File: config.mk
export PLATFORM = sky130hd
export DESIGN_NAME = bus_master_req_queue_flat
export DESIGN_NICKNAME = d
export VERILOG_FILES = /design/src/rtl/bus_master_req_queue_if.sv /design/src/rtl/bus_master_req_queue.sv /design/src/flat_wrapper.sv
export SDC_FILE = /design/constraint.sdc
export NUM_CORES = 1
export LEC_CHECK = 0
export BUFFER_PORTS_ARGS = -buffer_cell sky130_fd_sc_hd__buf_2
export CAP_MARGIN = 20
export CORE_AREA = 10 10 203 205
export DETAILED_ROUTE_END_ITERATION = 12
export DIE_AREA = 0 0 213 215
export PLACE_DENSITY = 0.64
export SYNTH_ARGS = -nofsm -noshare
export SYNTH_HDL_FRONTEND = slang
export SYNTH_SLANG_ARGS = --single-unit
File: constraint.sdc
create_clock -name clk -period 6.2 [get_ports clk]
set_clock_uncertainty 0.05 [all_clocks]
set_input_delay 1.24 -clock clk [delete_from_list [all_inputs] [get_ports clk]]
set_output_delay 1.24 -clock clk [all_outputs]
set_load 0.03 [all_outputs]
File: src/rtl/bus_master_req_queue_if.sv
// Bus master request queue interface.
// Groups the request-source handshake, the host-side issue bus and the
// response channel. The "master" modport is the queue itself; the "slave"
// modport is the environment (request sources, host and response sink).
interface bus_master_req_queue_if #(
    parameter int MASTER_COUNT = 3,
    parameter int SLAVE_COUNT  = 4
);
    localparam int SW = $clog2(SLAVE_COUNT);
    localparam int MW = $clog2(MASTER_COUNT);

    // Request sources
    logic [MASTER_COUNT-1:0]    req_valid;
    logic [MASTER_COUNT-1:0]    req_ready;
    logic [32*MASTER_COUNT-1:0] req_addr;
    logic [32*MASTER_COUNT-1:0] req_data;
    logic [SW*MASTER_COUNT-1:0] req_sel;

    // Host issue bus
    logic [31:0]   master_addr;
    logic [31:0]   master_data;
    logic          master_req;
    logic [SW-1:0] slave_sel;
    logic [31:0]   slave_data;
    logic          bus_ack;
    logic          bus_err;

    // Responses
    logic          rsp_valid;
    logic [MW-1:0] rsp_master;
    logic [31:0]   rsp_data;
    logic          rsp_err;

    modport master (
        input  req_valid, req_addr, req_data, req_sel,
        input  slave_data, bus_ack, bus_err,
        output req_ready,
        output master_addr, master_data, master_req, slave_sel,
        output rsp_valid, rsp_master, rsp_data, rsp_err
    );

    modport slave (
        output req_valid, req_addr, req_data, req_sel,
        output slave_data, bus_ack, bus_err,
        input  req_ready,
        input  master_addr, master_data, master_req, slave_sel,
        input  rsp_valid, rsp_master, rsp_data, rsp_err
    );
endinterface

File: src/rtl/bus_master_req_queue.sv
// Bus master request queue.
// Round-robin arbitration of MASTER_COUNT request sources into a request
// FIFO, then one-at-a-time issue to the host with retry on bus_err and one
// tagged response per request.
// Optional feature macro: BUS_TIMEOUT_EN -- when defined, a WAIT-state
// watchdog ends a silent transfer with an error response after
// TIMEOUT_CYCLES cycles; when undefined, WAIT waits indefinitely.
module bus_master_req_queue #(
    parameter int MASTER_COUNT   = 3,
    parameter int SLAVE_COUNT    = 4,
    parameter int FIFO_DEPTH     = 4,
    parameter int MAX_RETRY      = 2,
    parameter int TIMEOUT_CYCLES = 16
) (
    input  logic                        clk,
    input  logic                        rst_n,
    bus_master_req_queue_if.master      bus,
    output logic [$clog2(FIFO_DEPTH):0] fifo_count
);
    localparam int SW = $clog2(SLAVE_COUNT);
    localparam int MW = $clog2(MASTER_COUNT);
    localparam int AW = $clog2(FIFO_DEPTH);
    localparam int CW = AW + 1;

    // Elaboration-time parameter legality
    if (MASTER_COUNT < 2) begin : g_bad_master_count
        $error("MASTER_COUNT must be >= 2");
    end
    if (FIFO_DEPTH < 2 || (FIFO_DEPTH & (FIFO_DEPTH - 1)) != 0) begin : g_bad_fifo_depth
        $error("FIFO_DEPTH must be a power of 2 and >= 2");
    end
    if (MAX_RETRY < 0 || MAX_RETRY > 7) begin : g_bad_max_retry
        $error("MAX_RETRY must be in 0..7");
    end
    if (TIMEOUT_CYCLES < 1) begin : g_bad_timeout
        $error("TIMEOUT_CYCLES must be >= 1");
    end

    typedef struct packed {
        logic [MW-1:0] id;
        logic [31:0]   addr;
        logic [31:0]   data;
        logic [SW-1:0] sel;
    } entry_t;

    typedef enum logic [1:0] {S_IDLE, S_REQ, S_WAIT, S_RESP} state_t;

    // Arbiter
    logic [MW-1:0] rr_ptr;      // first master searched on the next grant
    logic [MW-1:0] grant_id;
    logic [MW-1:0] cand;
    logic          grant_found;
    int            search_idx;

    // FIFO
    entry_t        fifo_mem [FIFO_DEPTH];
    entry_t        push_entry;
    entry_t        head;
    logic [AW-1:0] wr_ptr;
    logic [AW-1:0] rd_ptr;
    logic          push;
    logic          pop;
    logic          fifo_full;
    logic          fifo_empty;

    // Issue FSM
    state_t        state;
    logic [2:0]    retry_cnt;
    logic [MW-1:0] hold_id;

`ifdef BUS_TIMEOUT_EN
    localparam int TW = $clog2(TIMEOUT_CYCLES + 1);
    logic [TW-1:0] tmo_cnt;
`endif

    assign fifo_full  = (fifo_count == CW'(FIFO_DEPTH));
    assign fifo_empty = (fifo_count == '0);
    assign push       = grant_found && !fifo_full;
    assign pop        = (state == S_IDLE) && !fifo_empty;
    assign head       = fifo_mem[rd_ptr];

    // Round-robin search for the first valid master starting at rr_ptr.
    always_comb begin
        // NOTE: every variable gets a default before any conditional write,
        // otherwise unassigned paths would infer latches.
        grant_found = 1'b0;
        grant_id    = '0;
        cand        = '0;
        search_idx  = 0;
        for (int i = 0; i < MASTER_COUNT; i++) begin
            search_idx = int'(rr_ptr) + i;
            if (search_idx >= MASTER_COUNT) begin
                search_idx = search_idx - MASTER_COUNT;
            end
            cand = MW'(search_idx);
            if (!grant_found && bus.req_valid[cand]) begin
                grant_found = 1'b1;
                grant_id    = cand;
            end
        end
    end

    // One-hot grant, suppressed while the FIFO is full.
    always_comb begin
        bus.req_ready = '0;
        if (push) begin
            bus.req_ready[grant_id] = 1'b1;
        end
        push_entry.id   = grant_id;
        push_entry.addr = bus.req_addr[32*int'(grant_id) +: 32];
        push_entry.data = bus.req_data[32*int'(grant_id) +: 32];
        push_entry.sel  = bus.req_sel[SW*int'(grant_id) +: SW];
    end

    // Round-robin pointer advances past the granted master on a handshake.
    always_ff @(posedge clk or negedge rst_n) begin
        // NOTE: sequential state uses non-blocking assignments so every
        // register samples pre-edge values regardless of block ordering.
        if (!rst_n) begin
            rr_ptr <= '0;
        end else if (push) begin
            rr_ptr <= (int'(grant_id) == MASTER_COUNT - 1) ? '0 : grant_id + 1'b1;
        end
    end

    // FIFO storage: written on the grant edge.
    always_ff @(posedge clk) begin
        // NOTE: storage is not reset; occupancy and pointers are, so stale
        // entries are never read.
        if (push) begin
            fifo_mem[wr_ptr] <= push_entry;
        end
    end

    // FIFO pointers and occupancy; simultaneous push and pop cancel out.
    always_ff @(posedge clk or negedge rst_n) begin
        if (!rst_n) begin
            wr_ptr     <= '0;
            rd_ptr     <= '0;
            fifo_count <= '0;
        end else begin
            if (push) wr_ptr <= wr_ptr + 1'b1;
            if (pop)  rd_ptr <= rd_ptr + 1'b1;
            case ({push, pop})
                2'b10:   fifo_count <= fifo_count + 1'b1;
                2'b01:   fifo_count <= fifo_count - 1'b1;
                default: fifo_count <= fifo_count;
            endcase
        end
    end

    // Issue FSM with registered host-bus and response outputs.
    always_ff @(posedge clk or negedge rst_n) begin
        if (!rst_n) begin
            state           <= S_IDLE;
            retry_cnt       <= '0;
            hold_id         <= '0;
            bus.master_req  <= 1'b0;
            bus.master_addr <= '0;
            bus.master_data <= '0;
            bus.slave_sel   <= '0;
            bus.rsp_valid   <= 1'b0;
            bus.rsp_master  <= '0;
            bus.rsp_data    <= '0;
            bus.rsp_err     <= 1'b0;
`ifdef BUS_TIMEOUT_EN
            tmo_cnt         <= '0;
`endif
        end else begin
            bus.master_req <= 1'b0;
            bus.rsp_valid  <= 1'b0;
            case (state)
                S_IDLE: begin
                    if (!fifo_empty) begin
                        hold_id         <= head.id;
                        bus.master_addr <= head.addr;
                        bus.master_data <= head.data;
                        bus.slave_sel   <= head.sel;
                        retry_cnt       <= '0;
                        bus.master_req  <= 1'b1;
                        state           <= S_REQ;
                    end
                end
                S_REQ: begin
`ifdef BUS_TIMEOUT_EN
                    tmo_cnt <= '0;
`endif
                    state   <= S_WAIT;
                end
                S_WAIT: begin
                    // Error takes priority over a coincident acknowledge.
                    if (bus.bus_err) begin
                        if (retry_cnt < 3'(MAX_RETRY)) begin
                            retry_cnt      <= retry_cnt + 1'b1;
                            bus.master_req <= 1'b1;
                            state          <= S_REQ;
                        end else begin
                            bus.rsp_valid  <= 1'b1;
                            bus.rsp_master <= hold_id;
                            bus.rsp_data   <= '0;
                            bus.rsp_err    <= 1'b1;
                            state          <= S_RESP;
                        end
                    end else if (bus.bus_ack) begin
                        bus.rsp_valid  <= 1'b1;
                        bus.rsp_master <= hold_id;
                        bus.rsp_data   <= bus.slave_data;
                        bus.rsp_err    <= 1'b0;
                        state          <= S_RESP;
                    end
`ifdef BUS_TIMEOUT_EN
                    else if (tmo_cnt == TW'(TIMEOUT_CYCLES - 1)) begin
                        bus.rsp_valid  <= 1'b1;
                        bus.rsp_master <= hold_id;
                        bus.rsp_data   <= '0;
                        bus.rsp_err    <= 1'b1;
                        state          <= S_RESP;
                    end else begin
                        tmo_cnt <= tmo_cnt + 1'b1;
                    end
`endif
                end
                S_RESP: begin
                    state <= S_IDLE;
                end
                default: begin
                    state <= S_IDLE;
                end
            endcase
        end
    end
endmodule

File: src/flat_wrapper.sv
// flat-port wrapper written by rule: the top's interface ports become plain ports
module bus_master_req_queue_flat 
#(
    parameter int MASTER_COUNT   = 3,
    parameter int SLAVE_COUNT    = 4,
    parameter int FIFO_DEPTH     = 4,
    parameter int MAX_RETRY      = 2,
    parameter int TIMEOUT_CYCLES = 16
)
  (clk, rst_n, fifo_count, bus_req_valid, bus_req_addr, bus_req_data, bus_req_sel, bus_slave_data, bus_bus_ack, bus_bus_err, bus_req_ready, bus_master_addr, bus_master_data, bus_master_req, bus_slave_sel, bus_rsp_valid, bus_rsp_master, bus_rsp_data, bus_rsp_err);
  bus_master_req_queue_if #(.MASTER_COUNT(MASTER_COUNT), .SLAVE_COUNT(SLAVE_COUNT)) bus_i ();
  input  logic clk;
  input  logic rst_n;
  output logic [$clog2(FIFO_DEPTH):0] fifo_count;
  input wire logic [$bits(bus_i.req_valid)-1:0] bus_req_valid;
  input wire logic [$bits(bus_i.req_addr)-1:0] bus_req_addr;
  input wire logic [$bits(bus_i.req_data)-1:0] bus_req_data;
  input wire logic [$bits(bus_i.req_sel)-1:0] bus_req_sel;
  input wire logic [$bits(bus_i.slave_data)-1:0] bus_slave_data;
  input wire logic [$bits(bus_i.bus_ack)-1:0] bus_bus_ack;
  input wire logic [$bits(bus_i.bus_err)-1:0] bus_bus_err;
  output wire logic [$bits(bus_i.req_ready)-1:0] bus_req_ready;
  output wire logic [$bits(bus_i.master_addr)-1:0] bus_master_addr;
  output wire logic [$bits(bus_i.master_data)-1:0] bus_master_data;
  output wire logic [$bits(bus_i.master_req)-1:0] bus_master_req;
  output wire logic [$bits(bus_i.slave_sel)-1:0] bus_slave_sel;
  output wire logic [$bits(bus_i.rsp_valid)-1:0] bus_rsp_valid;
  output wire logic [$bits(bus_i.rsp_master)-1:0] bus_rsp_master;
  output wire logic [$bits(bus_i.rsp_data)-1:0] bus_rsp_data;
  output wire logic [$bits(bus_i.rsp_err)-1:0] bus_rsp_err;
  assign bus_i.req_valid = bus_req_valid;
  assign bus_i.req_addr = bus_req_addr;
  assign bus_i.req_data = bus_req_data;
  assign bus_i.req_sel = bus_req_sel;
  assign bus_i.slave_data = bus_slave_data;
  assign bus_i.bus_ack = bus_bus_ack;
  assign bus_i.bus_err = bus_bus_err;
  assign bus_req_ready = bus_i.req_ready;
  assign bus_master_addr = bus_i.master_addr;
  assign bus_master_data = bus_i.master_data;
  assign bus_master_req = bus_i.master_req;
  assign bus_slave_sel = bus_i.slave_sel;
  assign bus_rsp_valid = bus_i.rsp_valid;
  assign bus_rsp_master = bus_i.rsp_master;
  assign bus_rsp_data = bus_i.rsp_data;
  assign bus_rsp_err = bus_i.rsp_err;
  bus_master_req_queue #(.MASTER_COUNT(MASTER_COUNT), .SLAVE_COUNT(SLAVE_COUNT), .FIFO_DEPTH(FIFO_DEPTH), .MAX_RETRY(MAX_RETRY), .TIMEOUT_CYCLES(TIMEOUT_CYCLES)) u_core (.clk(clk), .rst_n(rst_n), .bus(bus_i), .fifo_count(fifo_count));
endmodule
==> flow_summary.ini, run 1 <==
[worst_setup_path]
reg2reg_slack_ps = 2550
endpoint_kind = output pin
r2r-end = u_core.fifo_mem[1][10]$_DFFE_PP_
crit_chain = inv_1 > ha_1 > mux2i_1 > nor2_1 > a22oi_2 > inv_1 > a21oi_1 > buf_2
crit_type = flop to output pin
setup.worst_path.end = bus_req_ready[2]
max_stage_delay_ps = 470
worst-endpoint-required_ps = 4910
rr_worst_depth = 8
cp_max_fo = 9
crit_start = u_core.rr_ptr[0]$_DFFE_PN0P_
cp.arrival_ps = 2930
worst_setup_path_start_kind = flop
critPathSlowestCell = a22oi_2
critical_path.most_common_cell = inv_1
r2r-start = u_core.rr_ptr[1]$_DFFE_PN0P_

[clocking]
clockRootBuffer = clkbuf_16
cts-resized-gates = 0
holdBufCountCts = 0
cts_tree = done
clock_latency_ps = 530
clk_pin_slew_ps = 60
cts_setup_buffers = 0
numCtsBuffers = 42
clock-sinks = 391
clockBufferDepth = 3
h-tree-depth = 2

[route]
avgRoutedWirePerCell_um = 21.14
drtIter0Drc = 717
vias = 10630
dr.pass1.iters = 4
vias_per_cell = 5.231
ant_nets = 0
detail_route.wirelength_um = 42940
drc = 0

[timing]
timing.final.max_slew_violations = 0
max_freq_ghz = 0.2368
setup_viol_count_final = 0
setup_tns_ps = 0
hold_viol = 0
worst_pin_slew_ps = 1104
finalCriticalPeriod_ps = 4223
fin_ws_ps = 1977
grt_setup_unrepaired = no
slew_headroom = 0.2638
period_share = 0.6811

[logic_synthesis]
synth_cells = 1191
yosysTopAreaCell = edfxtp_1
syn_area_um2 = 16480
synth_cell_types = 43
syn-num-nets = 1439
yosys_warnings = 0
ys_ff_latch = 391
synth.avg_cell_area_um2 = 13.83
synth_top_area_frac = 0.4957
ys_top_cells_by_area = edfxtp_1 (50%), dfrtp_1 (18%), mux4_2 (9.3%)
yosysSeqAreaShare = 0.6765

[hold_path]
min_from = u_core.bus.rsp_data[15]$_DFFE_PN0P_
hp-class = flop to flop

[placed_design]
io_buffers = 345
placed_area_um2 = 18610
dpl.hpwl_um = 27390
dp.cells = 1952
gp_congestion = 0.7748
pre_cts_slack_ps = 1946

[layout]
mostFrequentLayoutCells = buf_2 (344), nand2_1 (280), edfxtp_1 (272), inv_1 (142), dfrtp_1 (117)
mostFrequentLayoutCell = buf_2
layout-drive-gt1-share = 0.3387
fin_nets = 1770
fillers = 3114
areaGrowthSynthToFinish_pct = 21.69
final_cells = 2031
fin_area_um2 = 20050

[floorplan]
die-area_um2 = 45800
initial_core_util = 0.4426
ios = 346
rows = 71
coreArea_um2 = 37220
chipWidth_um = 213
die_height_um = 215

[grt]
top_usage_layer = met2
antenna_found_initial = 2
grt_use_met3 = 0.04031
grtUsageMet2 = 0.2979
grt_use_total = 0.1847
grt.overflow.total = 0
grt_pass1_vias = 11060
grt_max_degree = 87
met1_usage = 0.2507
grt_pass1_wl_um = 65600

[job]
cap_violations = 0

[pwr]
power_density_nw_per_um2 = 693.7
power.leakage_nw = 8.773
ir_drop_mv = 0.9976

[status]
status = finished clean
==> layer usage <==
layer  part of all wire  vias to the layer above
li1                   -                     4921
met1               0.44                     5344
met2               0.48                      315
met3              0.062                       45
met4              0.014                        0
met5                  0                        -
==> stage by stage <==
step	total power (W)	utilization	hold WS, ps
floorplan	0.009645	-	388.6
global placement	0.01133	0.5001	395.1
detailed placement	0.01152	0.5001	400.3
CTS	0.01411	0.5386	413.3
global route	0.01479	0.5386	441.0
finish	0.01391	0.5386	413.2
==> Yosys cell counts, drive strengths merged <==
| cell | count |
|---|---|
| nor4bb | 1 |
| clkbuf | 41 |
| a21oi | 4 |
| or3 | 2 |
| xnor2 | 5 |
| clkinv | 1 |
| a22oi | 1 |
| nor2b | 3 |
| mux4 | 68 |
| o221ai | 67 |
| nor3 | 2 |
| a41oi | 1 |
| nand2b | 1 |
| buf | 30 |
| o22ai | 1 |
| nand3 | 2 |
| nor3b | 2 |
| inv | 143 |
| or3b | 1 |
| nand3b | 33 |
| xor2 | 1 |
| nand2 | 280 |
| ha | 10 |
| o311ai | 1 |
| o21ai | 71 |
| mux2 | 4 |
| edfxtp | 272 |
| or2 | 2 |
| nor2 | 7 |
| and2 | 5 |
| o221a | 1 |
| fa | 1 |
| mux2i | 7 |
| and3b | 1 |
| dfrtp | 119 |
==> worst max-delay path, delay by kind of cell (launching register included) <==
kind / cells / cell delay (ps)
fa+ha+maj: 1 / 420
compound gates: 2 / 640
flops: 1 / 380
mux: 1 / 340
buf+inv: 3 / 520
simple gates: 1 / 110
==> kinds of logic (layout without fill, tap and decap cells) <==
logic type,Yosys count,count (layout),synth area share
AOI/OAI and AO/OA,147,147,0.06842
adders and majority gates,11,11,0.008809
xor gates and xnor gates,6,6,0.003190
buffers and inverters,215,580,0.05263
and+or+nand+nor,342,342,0.08954
other,0,1,0
muxes,79,79,0.1009
DFF,391,391,0.6765
==> area by class of cell <==
cell class	instances	area (um^2)	share of cell area
Antenna cell	1	2.502	0.0001248
Tap cell	474	593.1	0.02958
Timing Repair Buffer	358	1831	0.09130
Clock inverter	24	274.0	0.01367
Inverter	144	541.8	0.02702
Sequential cell	391	11150	0.5563
Multi-Input combinational cell	585	4494	0.2242
Clock buffer	54	1160	0.05785
==> power by group <==
group	switching, W	internal (W)
registers	0.000526	0.00511
logic	0.00385	0.00186
clock network	0.000989	0.00157
total	0.00536	0.00855
==> how the worst min path moves through the flow <==
stage | to | slack (ps) | depth (start not counted)
floorplan | u_core.bus.rsp_master[0]$_DFFE_PN0P_ | 390 | 2
global placement | u_core.bus.rsp_data[9]$_DFFE_PN0P_ | 400 | 2
detailed placement | u_core.bus.rsp_data[15]$_DFFE_PN0P_ | 400 | 2
CTS | u_core.bus.rsp_data[15]$_DFFE_PN0P_ | 410 | 2
global route | u_core.bus.master_data[6]$_DFFE_PN0P_ | 440 | 2
finish | u_core.bus.rsp_data[15]$_DFFE_PN0P_ | 410 | 2
==> registers in the layout (all words and copies together) (netlist names), 2 cells and up <==
register / count
u_core.bus.master_data: 32
u_core.bus.master_addr: 32
u_core.hold_id: 2
u_core.fifo_count: 3
u_core.bus.rsp_master: 2
u_core.bus.rsp_data: 32
u_core.bus.slave_sel: 2
u_core.wr_ptr: 2
u_core.retry_cnt: 3
u_core.rr_ptr: 2
u_core.fifo_mem: 272
u_core.state: 2
u_core.rd_ptr: 2
Power figures use the tool's default switching activity.
==> run 2, diff against run 1 <==
--- a/config.mk
+++ b/config.mk
@@ -10,7 +10,7 @@
 export CORE_AREA = 10 10 203 205
 export DETAILED_ROUTE_END_ITERATION = 12
 export DIE_AREA = 0 0 213 215
-export PLACE_DENSITY = 0.64
+export PLACE_DENSITY = 0.67
 export SYNTH_ARGS = -nofsm -noshare
 export SYNTH_HDL_FRONTEND = slang
 export SYNTH_SLANG_ARGS = --single-unit
==> constraint.sdc (replaced) <==
create_clock -name clk -period 3.5 [get_ports clk]
set_clock_uncertainty 0.05 [all_clocks]
set_input_delay 0.7 -clock clk [delete_from_list [all_inputs] [get_ports clk]]
set_output_delay 0.7 -clock clk [all_outputs]
set_load 0.03 [all_outputs]
==> flow_summary.ini, run 2 (same netlist as run 1, synthesis figures left out) <==
[timing]
timing.final.max_slew_violations = 0
max_freq_ghz = 0.2934
period_share = 0.9737
finalCriticalPeriod_ps = 3408
setup_viol_count_final = 0
worst_pin_slew_ps = 1033
hold_viol = 0
fin_hold_ws_ps = 255.6
slew_headroom = 0.3115

[pwr]
clkPwrFrac = 0.175
power.leakage_nw = 8.861
pwr-share-comb = 0.424
seq_power_share = 0.401
ir_drop_mv = 2.402
p_int_w = 0.01530
p_total_w = 0.02500
p_switching_w = 0.009701
switching_share = 0.3880
power_density_nw_per_um2 = 1231

[floorplan]
die_height_um = 215
die-area_um2 = 45800
initial_core_util = 0.4426
coreArea_um2 = 37220
rows = 71
chipWidth_um = 213
ios = 346

[route]
drtIter0Drc = 773
detail_route.wirelength_um = 45790
dr.pass1.iters = 6
ant_nets = 0
vias = 10890
drc = 0
vias_per_cell = 5.318
avgRoutedWirePerCell_um = 22.37

[layout]
areaGrowthSynthToFinish_pct = 23.28
final_core_util = 0.5457
fillers = 3089
multi_input_area_um2 = 4553
fin_area_um2 = 20310
fin_nets = 1785
layout-drive-gt1-share = 0.3516
mostFrequentLayoutCells = buf_2 (343), nand2_1 (280), edfxtp_1 (272), inv_1 (141), dfrtp_1 (117)
regArea_um2 = 11150
mostFrequentLayoutCell = buf_2
largest_register = u_core.fifo_mem
largest_reg_flops = 272

[worst_setup_path]
crit_type = flop to output pin
cp.arrival_ps = 2660
worst_setup_path_start_kind = flop
worst-endpoint-required_ps = 2750
crit_chain = inv_2 > ha_4 > mux2_4 > mux2i_4 > buf_4 > a21oi_2 > or3_4 > nor2_1 > clkbuf_4
path_buf_inv = 3
crit_family = multiplexers
reg2reg_slack_ps = 630
cp_max_fo = 6
critPathSlowestCell = dfrtp_1
max_stage_delay_ps = 430
endpoint_kind = output pin

[clocking]
clockRootBuffer = clkbuf_16
numCtsBuffers = 41
h-tree-depth = 2
clock-sinks = 391
clock_latency_ps = 540
clk_pin_slew_ps = 60
clockBufferDepth = 3
holdBufCountCts = 0
cts_tree = done

[grt]
grt_pass1_wl_um = 69820
grt_max_degree = 87
grt_use_total = 0.1973
antenna_found_initial = 5
grt_pass1_vias = 11800
grt.overflow.total = 0

[hold_path]
hp-class = primary input to async pin

[placed_design]
gp_congestion = 0.8195
placed_area_um2 = 18850
io_buffers = 345
dpl.hpwl_um = 29740

[status]
status = finished clean

[job]
cap_violations = 0
-- run 2: cell count changes in the layout (fill, tap and decap cells not counted), sizes merged --
cell,previous run,this run
buf,358,373
clkinv,19,15
inv,142,145
bufinv,6,4
clkinvlp,1,3
diode,1,3
-- run 2: final cells by class --
cell class | count | area share
flip-flops and latches | 391 | 0.5491
multi-input cells | 585 | 0.2242
repair buffers | 374 | 0.1035
clock buffers | 53 | 0.05470
well taps | 474 | 0.02920
inverters | 144 | 0.02667
clock inverters | 23 | 0.01226
diodes | 3 | 0.0003696
-- run 2: path summary, 6_finish.rpt --
path,from,endpoint,depth (start not counted)
worst max-delay path,u_core.rr_ptr[1]$_DFFE_PN0P_,bus_req_ready[1],9
worst min-delay path,rst_n,u_core.bus.rsp_data[17]$_DFFE_PN0P_,1
worst max register to register,u_core.rr_ptr[1]$_DFFE_PN0P_,u_core.fifo_mem[0][55]$_DFFE_PP_,9
worst min register to register,u_core.bus.rsp_data[31]$_DFFE_PN0P_,u_core.bus.rsp_data[31]$_DFFE_PN0P_,2
max in group asynchronous,rst_n,u_core.rd_ptr[0]$_DFFE_PN0P_,1
min in group clk,bus_slave_data[31],u_core.bus.rsp_data[31]$_DFFE_PN0P_,3
-- run 2: worst register-to-register path: cells and delay by family, from the launching register on --
family	cells	cell delay [ps]
AO/OA/AOI/OAI	3	700
buffers and inverters	3	680
multiplexers	2	510
flip-flops	1	430
adder cells (fa/ha/maj)	1	180
-- run 2: stage by stage --
stage	setup TNS, ps	std cells	setup slack (ps)
6_report	0	2047	91.96
3_3_place_gp	0	1964	467.2
4_1_cts	-5.108	2040	-5.108
3_5_place_dp	0	1964	406.4
5_1_grt	-10.35	2045	-6.680
2_1_floorplan	0	1191	278.2
-- run 2: routing by layer --
metal  up-vias  part of all wire  GRT usage
li1       4961                 -          -
met1      5468              0.41     0.2498
met2       402              0.50     0.3348
met3        52             0.076    0.04730
met4         2             0.017    0.04523
met5         -           0.00028          0
-- run 2: timing repair --
item | in CTS | in global routing
pin swaps | 1 | 1
buffers inserted | 0 | 4
hold endpoints to repair | 0 | 0
gates cloned | 0 | 0
gates resized for setup | 3 | 9
setup endpoints to repair | 3 | 3
-- run 2: power by group through the flow --
stage	Clock [W]	Combinational [W]	Sequential, W
3_5_place_dp	0	0.0106	0.0101
3_3_place_gp	0	0.0103	0.00998
5_1_grt	0.00466	0.0116	0.0103
6_report	0.00437	0.0106	0.0100
2_1_floorplan	0	0.00621	0.0108
4_1_cts	0.00445	0.0106	0.0101
==> run 3, diff against run 2 <==
--- a/config.mk
+++ b/config.mk
@@ -7,10 +7,10 @@
 export LEC_CHECK = 0
 export BUFFER_PORTS_ARGS = -buffer_cell sky130_fd_sc_hd__buf_2
 export CAP_MARGIN = 20
-export CORE_AREA = 10 10 203 205
+export CORE_AREA = 10 10 214 216
 export DETAILED_ROUTE_END_ITERATION = 12
-export DIE_AREA = 0 0 213 215
-export PLACE_DENSITY = 0.67
+export DIE_AREA = 0 0 224 226
+export PLACE_DENSITY = 0.61
 export SYNTH_ARGS = -nofsm -noshare
 export SYNTH_HDL_FRONTEND = slang
 export SYNTH_SLANG_ARGS = --single-unit
==> flow_summary.ini, run 3 (same netlist as run 1, synthesis figures left out) <==
[status]
status = finished clean

[worst_setup_path]
critPathSlowestCell = dfrtp_1
max_stage_delay_ps = 400
cp.arrival_ps = 2670
crit_family = multiplexers
endpoint_kind = output pin
worst-endpoint-required_ps = 2750
crit_type = flop to output pin
path_buf_inv = 3
r2r-start = u_core.rr_ptr[0]$_DFFE_PN0P_
crit_start = u_core.rr_ptr[1]$_DFFE_PN0P_
critical_path.most_common_cell = buf_4
cp_max_fo = 5
crit_chain = inv_2 > ha_4 > mux2_4 > mux2i_4 > buf_4 > a21oi_2 > or3_4 > nor2_2 > buf_4
worst_setup_path_start_kind = flop

[clocking]
clock_latency_ps = 550
cts_tree = done
numCtsBuffers = 43
h-tree-depth = 2
clock-sinks = 391
clockBufferDepth = 3
clk_pin_slew_ps = 60
clockRootBuffer = clkbuf_16

[layout]
multi_input_area_um2 = 4578
mostFrequentLayoutCell = buf_2
largest_reg_flops = 272
fin_area_um2 = 20590
mostFrequentLayoutCells = buf_2 (341), nand2_1 (280), edfxtp_1 (272), inv_1 (141), dfrtp_1 (117)
layout-drive-gt1-share = 0.3553
fillers = 3697
areaGrowthSynthToFinish_pct = 24.96
fin_nets = 1793
regArea_um2 = 11150
largest_register = u_core.fifo_mem

[floorplan]
initial_core_util = 0.3963
ios = 346
die_height_um = 226
coreArea_um2 = 41570
die-area_um2 = 50620
chipWidth_um = 224
rows = 75

[hold_path]
min_from = bus_slave_data[13]
hp-class = primary input to flop

[pwr]
ir_drop_mv = 1.337
power_density_nw_per_um2 = 1235
power.leakage_nw = 8.953

[grt]
grt_pass1_vias = 11590
antenna_found_initial = 1
grt_use_total = 0.1826
grt.overflow.total = 0
grt_pass1_wl_um = 70720
grt_max_degree = 97

[placed_design]
placed_area_um2 = 18960
gp_congestion = 0.7908
io_buffers = 345
dpl.hpwl_um = 30090
pre_cts_slack_ps = 379.1

[timing]
period_share = 0.9783
worst_pin_slew_ps = 1046
timing.final.max_slew_violations = 0
setup_viol_count_final = 0
fin_ws_ps = 75.78
finalCriticalPeriod_ps = 3424
setup_tns_ps = 0
fin_hold_ws_ps = 329.7
grt_setup_unrepaired = no
max_freq_ghz = 0.2920
slew_headroom = 0.3025
hold_viol = 0

[route]
vias = 10960
vias_per_cell = 5.172
drc = 0
drt-met1-wl_um = 20280
ant_nets = 0
routed-wl-met2_um = 22750
detail_route.wirelength_um = 47180
dr.max_layer_used = met5
dr.pass1.iters = 5
dr_wl_met3_um = 3426
avgRoutedWirePerCell_um = 22.27
drtIter0Drc = 759

[job]
cap_violations = 0
[run 3: final timing paths]
check | end | slack, ps | depth (start not counted)
worst max register to register | u_core.fifo_mem[1][38]$_DFFE_PP_ | 540 | 8
max in group asynchronous | u_core.bus.master_data[11]$_DFFE_PN0P_ | 2070 | 4
worst max-delay path | bus_req_ready[1] | 80 | 9
worst min-delay path | u_core.bus.rsp_data[13]$_DFFE_PN0P_ | 330 | 3
min in group asynchronous | u_core.bus.master_data[28]$_DFFE_PN0P_ | 490 | 2
worst min register to register | u_core.bus.rsp_data[18]$_DFFE_PN0P_ | 410 | 2
[run 3: final cells by class]
cell class	instances	share of cell area
Antenna cell	1	0.0001215
Clock buffer	64	0.06156
Clock inverter	15	0.008508
Inverter	144	0.02631
Multi-Input combinational cell	585	0.2224
Sequential cell	391	0.5417
Tap cell	539	0.03276
Timing Repair Buffer	380	0.1067
[run 3: routing by layer]
metal  vias to the layer above  GRT usage
li1                       4974          -
met1                      5553     0.2318
met2                       377     0.3046
met3                        54    0.05085
met4                         2    0.04366
met5                         -          0
[run 3: per-stage QoR]
step / power (W) / util / cells
after floorplan: 0.01703 / - / 1191
after global placement: 0.02051 / 0.4561 / 2031
after detailed placement: 0.02088 / 0.4561 / 2031
after CTS: 0.02558 / 0.4918 / 2110
after global routing: 0.02692 / 0.4952 / 2118
final: 0.02543 / 0.4953 / 2119
[run 3: worst reg2reg max path, cell delays in order, from the launching register on]
cell	delay, ps
dfrtp_1	420
inv_1	160
ha_4	260
or3b_2	480
o22ai_2	150
o221ai_2	190
o311ai_4	130
buf_12	420
o221ai_1	370
[run 3: what timing repair did]
| action | in CTS | in global routing |
|---|---|---|
| buffers inserted | 0 | 6 |
| setup endpoints to repair | 3 | 3 |
| resized for setup | 8 | 15 |
| hold endpoints to repair | 0 | 9 |
| cloned | 0 | 0 |
| hold buffers | 0 | 1 |
| pin swaps | 1 | 3 |
[run 3: report_power, final]
part,switching [W],total [W],internal (W)
Clock,0.00180,0.00459,0.00280
Combinational,0.00702,0.0108,0.00383
Sequential,0.000969,0.00999,0.00902
